File: config.mk
export PLATFORM = sky130hd
export DESIGN_NAME = sal_bk_ctrl
export DESIGN_NICKNAME = d
export VERILOG_FILES = /design/src/rtl/sal_bk_ctrl.sv
export SDC_FILE = /design/constraint.sdc
export NUM_CORES = 1
export LEC_CHECK = 0
export CAP_MARGIN = 20
export CORE_UTILIZATION = 50
export CTS_BUF_LIST = sky130_fd_sc_hd__clkbuf_4
export DETAILED_ROUTE_END_ITERATION = 8
export GPL_ROUTABILITY_DRIVEN = 1
export GPL_TIMING_DRIVEN = 0
export PLACE_DENSITY = 0.77
export SYNTH_ARGS = -nofsm -noshare
export SYNTH_HDL_FRONTEND = slang
export SYNTH_SLANG_ARGS = --single-unit
File: constraint.sdc
create_clock -name clk -period 3.4 [get_ports clk]
set_input_delay 0.34 -clock clk [delete_from_list [all_inputs] [get_ports clk]]
set_output_delay 0.34 -clock clk [all_outputs]
set_load 0.1 [all_outputs]
File: src/rtl/sal_bk_ctrl.sv
// Single-bank DDR2 state tracker: FSM plus timing counters that qualify ACT/RD/WR/PRE/REF.
// The *_ok outputs depend only on registered state, so a controller can use them to arbitrate.
module sal_bk_ctrl #(
  parameter int ROW_WIDTH = 14,
  parameter int TW        = 8
) (
  input  logic                 clk,
  input  logic                 rst_n,
  input  logic [TW-1:0]        t_rcd,
  input  logic [TW-1:0]        t_rp,
  input  logic [TW-1:0]        t_ras,
  input  logic [TW-1:0]        t_rfc,
  input  logic [TW-1:0]        t_rtp,
  input  logic [TW-1:0]        t_wtp,
  input  logic                 cmd_valid,
  input  logic [2:0]           cmd_type,
  input  logic [ROW_WIDTH-1:0] cmd_row,
  output logic                 act_ok,
  output logic                 rdwr_ok,
  output logic                 pre_ok,
  output logic                 ref_ok,
  output logic                 bank_open,
  output logic [ROW_WIDTH-1:0] open_row,
  output logic                 cmd_err
);

  typedef enum logic [2:0] {
    IDLE, ACTIVATING, ACTIVE, PRECHARGING, REFRESHING
  } state_t;

  localparam logic [2:0] C_ACT = 3'd0;
  localparam logic [2:0] C_RD  = 3'd1;
  localparam logic [2:0] C_WR  = 3'd2;
  localparam logic [2:0] C_PRE = 3'd3;
  localparam logic [2:0] C_REF = 3'd4;

  state_t          state, state_nxt;
  logic [TW-1:0]   rcd_cnt, rp_cnt, ras_cnt, rfc_cnt, rtp_cnt, wtp_cnt;
  logic            acc_act, acc_rd, acc_wr, acc_pre, acc_ref, accepted;

  // A counter value of c means the constraint is met c cycles from now, so a
  // constraint of T issued this cycle loads max(T,1)-1.
  function automatic logic [TW-1:0] ld_val(input logic [TW-1:0] t);
    return (t == '0) ? '0 : t - 1'b1;
  endfunction

  function automatic logic [TW-1:0] dec(input logic [TW-1:0] c);
    return (c == '0) ? '0 : c - 1'b1;
  endfunction

  // Reload never shortens a constraint that is still running.
  function automatic logic [TW-1:0] cnt_nxt(input logic [TW-1:0] c,
                                            input logic [TW-1:0] t,
                                            input logic          load);
    logic [TW-1:0] d, l;
    d = dec(c);
    l = ld_val(t);
    return (load && (l > d)) ? l : d;
  endfunction

  assign act_ok    = (state == IDLE) && (rp_cnt == '0) && (rfc_cnt == '0);
  assign ref_ok    = act_ok;
  assign rdwr_ok   = (state == ACTIVE);
  assign pre_ok    = (state == ACTIVE) && (ras_cnt == '0) &&
                     (rtp_cnt == '0) && (wtp_cnt == '0);
  assign bank_open = (state == ACTIVE) || (state == ACTIVATING);

  assign acc_act  = cmd_valid && (cmd_type == C_ACT) && act_ok;
  assign acc_rd   = cmd_valid && (cmd_type == C_RD)  && rdwr_ok;
  assign acc_wr   = cmd_valid && (cmd_type == C_WR)  && rdwr_ok;
  assign acc_pre  = cmd_valid && (cmd_type == C_PRE) && pre_ok;
  assign acc_ref  = cmd_valid && (cmd_type == C_REF) && ref_ok;
  assign accepted = acc_act || acc_rd || acc_wr || acc_pre || acc_ref;

  // Transient states leave exactly on the cycle their counter hits zero; a
  // constraint of 0 or 1 skips the transient state entirely.
  always_comb begin
    state_nxt = state;
    case (state)
      IDLE: begin
        if (acc_act)      state_nxt = (ld_val(t_rcd) == '0) ? ACTIVE : ACTIVATING;
        else if (acc_ref) state_nxt = (ld_val(t_rfc) == '0) ? IDLE : REFRESHING;
      end
      ACTIVATING:  if (rcd_cnt <= 1) state_nxt = ACTIVE;
      ACTIVE:      if (acc_pre) state_nxt = (ld_val(t_rp) == '0) ? IDLE : PRECHARGING;
      PRECHARGING: if (rp_cnt <= 1) state_nxt = IDLE;
      REFRESHING:  if (rfc_cnt <= 1) state_nxt = IDLE;
      default:     state_nxt = IDLE;
    endcase
  end

  always_ff @(posedge clk) begin
    if (!rst_n) begin
      state    <= IDLE;
      rcd_cnt  <= '0;
      rp_cnt   <= '0;
      ras_cnt  <= '0;
      rfc_cnt  <= '0;
      rtp_cnt  <= '0;
      wtp_cnt  <= '0;
      open_row <= '0;
      cmd_err  <= 1'b0;
    end else begin
      state   <= state_nxt;
      rcd_cnt <= cnt_nxt(rcd_cnt, t_rcd, acc_act);
      ras_cnt <= cnt_nxt(ras_cnt, t_ras, acc_act);
      rtp_cnt <= cnt_nxt(rtp_cnt, t_rtp, acc_rd);
      wtp_cnt <= cnt_nxt(wtp_cnt, t_wtp, acc_wr);
      rp_cnt  <= cnt_nxt(rp_cnt,  t_rp,  acc_pre);
      rfc_cnt <= cnt_nxt(rfc_cnt, t_rfc, acc_ref);
      if (acc_act) open_row <= cmd_row;
      cmd_err <= cmd_valid && !accepted;
    end
  end

endmodule

== Word level (Yosys, flattened, before mapping) ==
Cells that the tools add are included.
Word-level totals
  input port bits: 68
  output and inout bits: 20
  register bits after elaboration: 66
  logic and storage cells: 117
Operators by class
  reduce and logical (&&, ||, !) cells: 46
  mux-type cells: 28
  $lt $le $gt $ge: 9
  eq/ne operators: 13
  $add $sub $neg: 12
Operators with widths (number)
  $mux W8: 18
  $logic_not A8 Y1: 15
  $sub A8 B1 Y8 const B: 12
  $gt A8 B8 Y1: 6
  $le A8 B1 Y1 const B: 3
  $logic_and A1 B1 Y1: 22
  $mux W3: 7
  $pmux W3 S5: 1
  $eq A3 B2 Y1 const B: 4
  $eq A3 B1 Y1 const B: 2
  $eq A3 B3 Y1 const B: 2
  $logic_not A3 Y1: 2
  $logic_or A1 B1 Y1: 5
  $reduce_and A5 Y1: 1
  $mux W2: 2
  $ne A2 B1 Y1 const B: 2
  $ne A2 B2 Y1 const B: 2
  $ne A3 B3 Y1 const B: 1
  $logic_not A1 Y1: 1

== Logic depth before layout (Yosys ltp) ==
Gate-level depths: netlist of the first run.
  depth in word-level cells: 10
  gate-level depth with buffers: 14
  gate-level depth less buffers: 13

== Worst setup path before layout of the first run ==
Ideal clock, no wire load.
  path type: reg-to-output
  start point: register ras_cnt[0]
  end point: output pre_ok
  cell stages (with the launch flop): 7
  setup slack: -1313 ps
  buffers on the path: 1
  data required time: 3060 ps
  arrival: 4373 ps
  cell sequence: dfxtp_1 -> inv_1 -> ha_1 -> or3b_4 -> or4_1 -> buf_2 -> nor4_1
Between the ends
  word-level cells in the longest chain between the ends: 4
Ends and longest elaborated chain
  start, declared: line 38  | logic [TW-1:0] rcd_cnt, rp_cnt, ras_cnt, rfc_cnt, rtp_cnt, wtp_cnt;
  start signal, assigned: line 106  | ras_cnt <= cnt_nxt(ras_cnt, t_ras, acc_act);
  $logic_not A8 Y1: line 64  | assign pre_ok = (state == ACTIVE) && (ras_cnt == '0) &&
  $logic_and A1 B1 Y1 (2 in series): line 64
  $logic_and A1 B1 Y1: line 65  | (rtp_cnt == '0) && (wtp_cnt == '0);
  end, declared: line 20  | output logic pre_ok,
No other way between the ends.

== Worst setup path in the final report of the first run ==
  start point: input t_rp[4]
  end point: register rp_cnt[0]
Between the ends
  word-level cells in the longest chain between the ends: 5
  elaborated cells between the ends (all ways): 6
  those cells by class: add/sub: 1; order compare: 1; mux: 2; reduce/logical: 2
Ends and longest elaborated chain
  start, declared: line 10  | input logic [TW-1:0] t_rp,
  $sub A8 B1 Y8 or $logic_not A8 Y1 (tied branches): line 44  | return (t == '0) ? '0 : t - 1'b1;
  $mux W8 (*): line 44
  $gt A8 B8 Y1: line 58  | return (load && (l > d)) ? l : d;
  $logic_and A1 B1 Y1: line 58
  $mux W8 (*): line 58
  end signal, assigned: line 109  | rp_cnt <= cnt_nxt(rp_cnt, t_rp, acc_pre);
  end, declared: line 38
Mark *: on every way between the ends. The rest lies on a longest branch, timed or not.
A chain may end at the register's enable or synchronous reset.

==> out/metrics.csv, run 1 <==
metric;value;unit
IR drop worst, VDD;617;uV
total track usage;23.8;%
Slew Limit Fails;0;
CP Launch Type;input pin;
setup TNS;0;ns
Gate Count Post-Synth;814;
Setup Viol. Count Final;0;
register area share after synthesis;21.3;%
DRC;0;
Port Buffers;84;
Crit. End Element;flip-flop;
predominant post-synthesis flop cell;dfxtp_1;
leakage power;3.00;nW
core area;12100;um^2
Worst-Margin Slew;0.999;ns
ys async rst share;0;%
Yosys warnings;0;
fraction of layout cells with a size suffix above 1;9.46;%
vias in the first global route;5424;
Setup CP Type;in -> reg;
synth-to-layout area growth;22.3;%
Slew HR;33.2;%
Net count, final;1054;
Post-synth EDFFs;0;
status;finished, final reports clean;
final core occ;62.8;%
worst r2r src;ras_cnt[0]$_SDFF_PN0_;
Synth Area in Compound Gates;11.3;%
I/O pin total;88;
Crit Path Max Fanout;8;
CP endpoint;rp_cnt[0]$_SDFF_PN0_;
Pre-antenna DRT Iters;4;
area share of xor/xnor cells in the synthesized design;6.22;%
Synth Register Bits;66;
Final ANT Viol Nets;0;
Via density;5.50;
CP required;3.71;ns
final hold violations;0;
initial antenna violation count;0;
Final Cycle Share;96.4;%
Mapped Nets;953;
total wire length;15200;um
critical path arrival;3.59;ns
site row count;40;
maxcap violations;0;
height of the die;113;um
Worst-Skew Late Latency;0.44;ns
total number of H-tree levels;3;
vias after detailed routing;5992;
initial core utilization;51.3;%
crit path from;t_rp[4];
path depth of the worst reg2reg path;13;
Routed WL per cell;14.0;um
clk sinks;66;
Final Power;5.22;mW
CTS tree;done;
hold crit path type;in -> reg;
Max clock buf depth;2;
Final Cell Area;7580;um^2
gr ovfl total;0;
RSZ-0062 raised after global routing;false;
DIE WIDTH;113;um
multiplexer share of the synthesized area;8.75;%
CTS clk-pin slew, worst paths;0.12;ns
dpl hpwl;11800;um
fmax;305;MHz
starting DRC count in detailed routing;314;
Synth Area in Simple Gates;33.4;%
Synth cell types;56;
Reg2Reg Setup Slack;0.14;ns
cts hold-fix bufs;0;
Area after DPL;7270;um^2
clock skew;0.0191;ns
Avg Inst Size Synth;7.61;um^2
mapped cell area;6190;um^2
number of buffers created by CTS;9;
first-pass GRT wire length;24900;um
Power Density;689;nW/um^2
area of the die;12800;um^2
CTS root buffer;clkbuf_4;
Routability Congestion;0.846;
main combinational cell family by area after synthesis;simple AND/OR/NAND/NOR gates;
Period minus WS final;3.28;ns
largest net degree at the start of global routing;14;
area share of fa/ha/maj cells after synthesis;14.3;%
Reg-to-Reg End;ras_cnt[3]$_SDFF_PN0_;
## cells in the mapped netlist, types with 2 or more instances
master    number  area [um^2]
nand4_1       17          106
or4_1         11         82.6
a21oi_1       39          195
xor2_1        18          158
nor3_1        31          155
nor2b_1       15         93.8
a22oi_1        2         15.0
o21ai_0       17         85.1
clkbuf_1      25         93.8
nor4bb_1       2         20.0
or2_2         22          138
o221a_2        3         33.8
o31a_1         3         26.3
o22ai_1        4         25.0
dfxtp_1       66         1320
xnor2_1       26          228
mux2i_1       44          440
and2_1         3         18.8
inv_1         42          158
nand2_1      102          383
nor4_1        13         81.3
nor4b_1       15          131
nor2_1        88          330
nand3_1       15         75.1
a21o_1         7         52.6
buf_2          5         25.0
and3_1         2         12.5
nor3b_1        6         45.0
or3_1         21          131
o31ai_1        8         60.1
mux2_2         9          101
nand2b_1      23          144
nand3b_1       3         22.5
ha_1          71          888
and2_0         2         12.5
o21a_1         8         60.1
o211ai_1       7         52.6
## repair_timing
action                     4_1_cts  5_1_grt
gates cloned                     0        0
gates resized for setup         13       17
buffers inserted                 0        9
setup endpoints to repair       36       38
pin swaps                        1        3
## flip-flops by register name, summed over array words and instances (netlist names)
signal and flops:
rp_cnt 8, ras_cnt 8, wtp_cnt 8, rfc_cnt 8, rtp_cnt 8, rcd_cnt 8, cmd_err 1, open_row 14
state 3
## stage by stage
stage                     std cells  hold WS [ns]  setup slack, ns
after floorplan                 814         0.480           -0.160
after global placement         1066         0.438           -0.928
after detailed placement       1066         0.444           -0.942
after CTS                      1080         0.378           0.0127
after global routing           1088         0.410          0.00385
final                          1089         0.383            0.124
## cell families (layout without fill, tap and decap cells)
family,count (synthesis),in the layout
simple gates,400,400
compound gates,106,106
buf+inv,74,180
fa+ha+maj,71,71
flops,66,66
mux,53,53
xor+xnor,44,44
other cells,0,1
## critical path, stage by stage
cell	delay (ns)
clkdlybuf4s50_1	0.50
or4_1	0.64
nor4b_4	0.48
nor2_1	0.13
ha_1	0.33
nor2b_1	0.13
o21a_1	0.16
o21ai_0	0.18
a21oi_1	0.09
o221a_2	0.28
buf_2	0.20
mux2i_1	0.14
## cells in the final DEF, fill, tap and decap left out, types with 3 or more instances in the layout
cell | Yosys | final
mux2_2 | 9 | 9
nand2b_1 | 23 | 23
nor4b_4 | 0 | 4
a21oi_1 | 39 | 39
nor4b_1 | 15 | 11
mux2i_1 | 44 | 44
o22ai_1 | 4 | 4
o31ai_1 | 8 | 7
nand3_1 | 15 | 15
or2_2 | 22 | 22
nor4_1 | 13 | 11
clkbuf_4 | 0 | 9
or3_1 | 21 | 21
o21a_1 | 8 | 8
and2_1 | 3 | 3
or4_1 | 11 | 10
nand2_1 | 102 | 102
nand3b_1 | 3 | 3
buf_4 | 1 | 10
xnor2_1 | 26 | 26
a21o_1 | 7 | 7
nor2_1 | 88 | 87
inv_1 | 42 | 42
o211ai_1 | 7 | 7
clkdlybuf4s50_1 | 0 | 81
nand4_1 | 17 | 17
xor2_1 | 18 | 18
ha_1 | 71 | 70
nor3b_1 | 6 | 6
o21ai_0 | 17 | 16
clkbuf_1 | 25 | 22
nor2b_1 | 15 | 15
dfxtp_1 | 66 | 65
buf_2 | 5 | 3
nor3_1 | 31 | 29
## layer usage
layer	vias up	track usage, %	routed length [um]	part of all wire (%)
li1	3066	-	-	-
met4	0	7.81	247	1.6
met3	20	2.73	626	4.1
met5	-	0	0	0
met2	127	40.0	7060	46
met1	2779	31.7	7310	48
## how the worst min path moves through the flow
stage | from | end | depth (start not counted)
finish | rst_n | wtp_cnt[7]$_SDFF_PN0_ | 3
global placement | open_row[12]$_SDFFE_PN0P_ | open_row[12]$_SDFFE_PN0P_ | 2
detailed placement | open_row[11]$_SDFFE_PN0P_ | open_row[11]$_SDFFE_PN0P_ | 2
CTS | rst_n | wtp_cnt[7]$_SDFF_PN0_ | 3
floorplan | cmd_row[0] | open_row[0]$_SDFFE_PN0P_ | 2
global route | rst_n | wtp_cnt[7]$_SDFF_PN0_ | 3
## cell type report
type,instances,area [um^2]
well taps,168,210
clock buffers,9,67.6
clock inverters,7,76.3
multi-input cells,674,4710
flip-flops and latches,66,1320
repair buffers,93,908
plain buffers,28,121
diodes,1,2.50
fillers,1093,4490
inverters,43,161
## power breakdown
| group | internal (mW) | total [mW] | switching (mW) |
|---|---|---|---|
| sequential | 0.989 | 1.20 | 0.213 |
| combinational | 1.57 | 3.46 | 1.89 |
| clock | 0.229 | 0.558 | 0.329 |
| total | 2.79 | 5.22 | 2.43 |
(Power assumes the default switching activity.)
==> inputs of run 2 (changes only) <==
--- a/config.mk
+++ b/config.mk
@@ -6,12 +6,13 @@
 export NUM_CORES = 1
 export LEC_CHECK = 0
 export CAP_MARGIN = 20
-export CORE_UTILIZATION = 50
+export CORE_UTILIZATION = 35
 export CTS_BUF_LIST = sky130_fd_sc_hd__clkbuf_4
 export DETAILED_ROUTE_END_ITERATION = 8
+export DONT_BUFFER_PORTS = 1
 export GPL_ROUTABILITY_DRIVEN = 1
 export GPL_TIMING_DRIVEN = 0
-export PLACE_DENSITY = 0.77
+export SLEW_MARGIN = 0
 export SYNTH_ARGS = -nofsm -noshare
 export SYNTH_HDL_FRONTEND = slang
 export SYNTH_SLANG_ARGS = --single-unit
==> run 2 against run 1 <==
Effect of this change:
- power is 4.2% lower
- worst setup slack worse by 0.0082 ns
- clock power is 25% lower
- die area is 42% higher
- first-iteration DRC count is 45% lower
- via count is 7.7% lower
- critical endpoint is now ras_cnt[3]$_SDFF_PN0_
- largest power group unchanged
==> out/metrics.csv, run 2 (synthesized netlist as in run 1, its figures left out) <==
metric;value;unit
vias after detailed routing;5530;
number of buffers created by CTS;9;
Final Cycle Share;96.6;%
DIE WIDTH;135;um
initial core utilization;35.8;%
IR drop worst, VDD;310;uV
slowest CP cell;or4_1;
most flop-heavy register;open_row;
clk sinks;66;
CTS root buffer;clkbuf_4;
starting DRC count in detailed routing;172;
worst r2r src;ras_cnt[0]$_SDFF_PN0_;
Final Cell Area;6760;um^2
pre-CTS setup slack;-0.508;ns
fmax;304;MHz
most frequent cells in the layout;nand2_1, nor2_1, ha_1, dfxtp_1, mux2i_1;
first-pass GRT wire length;25000;um
initial antenna violation count;0;
leakage power;2.64;nW
Setup Viol. Count Final;0;
Largest register FFs;14;
dpl hpwl;12100;um
DRC;0;
largest net degree at the start of global routing;11;
area of the die;18200;um^2
CTS tree;done;
Pre-antenna DRT Iters;5;
synth-to-layout area growth;9.19;%
height of the die;135;um
final worst slack;0.115;ns
total track usage;17.0;%
slowest stage delay, CP;0.47;ns
maxcap violations;0;
final core occ;39.1;%
Period minus WS final;3.28;ns
Net count, final;969;
Worst-Margin Slew;1.11;ns
Max clock buf depth;2;
Crit. End Element;flip-flop;
Final ANT Viol Nets;0;
Crit Path Max Fanout;8;
Power Density;739;nW/um^2
WHS Path Cells;2;
site row count;48;
Worst-Skew Late Latency;0.42;ns
status;finished, final reports clean;
critical path arrival;3.60;ns
most common cell after layout, fill and taps aside;nand2_1;
core area;17300;um^2
Port Buffers;0;
final hold violations;0;
gr ovfl total;0;
CP required;3.71;ns
vias in the first global route;5255;
fraction of layout cells with a size suffix above 1;9.48;%
crit path from;ras_cnt[0]$_SDFF_PN0_;
CTS clk-pin slew, worst paths;0.12;ns
total number of H-tree levels;3;
Cell Chain, Critical Path;inv_1 > ha_1 > or3b_4 > or4_1 > buf_4 > or2b_1 > ha_1 > nor2b_1 > o21a_1 > o21ai_2 > a21oi_1 > o221a_4 > mux2_2;
path depth of the worst reg2reg path;13;
Routed WL per cell;14.5;um
Worst Min Path Start;cmd_row[11];
total wire length;15300;um
clock skew;0.0248;ns
hold crit path type;in -> reg;
CP most frequent cell;ha_1;
cts hold-fix bufs;0;
Via density;5.22;
Slew Limit Fails;0;
CP Launch Type;flip-flop;
Final Power;5.00;mW
Slew HR;25.7;%
Routability Congestion;0.819;
Setup CP Type;reg -> reg;
I/O pin total;88;
Area after DPL;6590;um^2
[run 2: worst max-delay path: cells and delay by family (launching register included)]
family	cells	cell delay, ns
mux	1	0.28
flops	1	0.36
compound gates	4	0.71
simple gates	4	1.18
buf+inv	2	0.23
fa+ha+maj	2	0.40
[run 2: final timing paths]
path / to / slack [ns]
worst min-delay path: open_row[11]$_SDFFE_PN0P_ / 0.06
worst max-delay path: ras_cnt[3]$_SDFF_PN0_ / 0.12
worst min register to register: ras_cnt[0]$_SDFF_PN0_ / 0.58
worst max register to register: ras_cnt[3]$_SDFF_PN0_ / 0.12
[run 2: area by class of cell]
type                    instances  area, um^2
fillers                      1834       10500
multi-input cells             674        4690
flip-flops and latches         66        1320
well taps                     225         282
inverters                      43         161
repair buffers                  7        91.3
diodes                          1        2.50
plain buffers                  29         121
clock inverters                 5        23.8
clock buffers                   9        67.6
[run 2: through the flow]
stage	instances	hold WS [ns]	TNS, ns
after global placement	1039	0.484	-8.05
after CTS	1055	0.0263	0
after detailed placement	1043	0.486	-3.51
after floorplan	814	0.480	-0.160
after global routing	1058	0.0258	-0.00482
final	1059	0.0575	0
[run 2: routing by layer]
| layer | track usage, % | wire (um) |
|---|---|---|
| met4 | 3.75 | 130 |
| met3 | 3.08 | 547 |
| met5 | 0 | 0 |
| met2 | 29.9 | 7530 |
| met1 | 21.5 | 7120 |
[run 2: where the power goes]
part / switching (mW) / internal (mW) / total, mW
clock: 0.286 / 0.134 / 0.419
sequential: 0.239 / 0.989 / 1.23
combinational: 1.83 / 1.52 / 3.35
[run 2: repair_timing]
action	CTS	global route
setup buffers	0	3
pin swaps	1	1
endpoints found under the setup margin	4	37
resized for setup	1	17
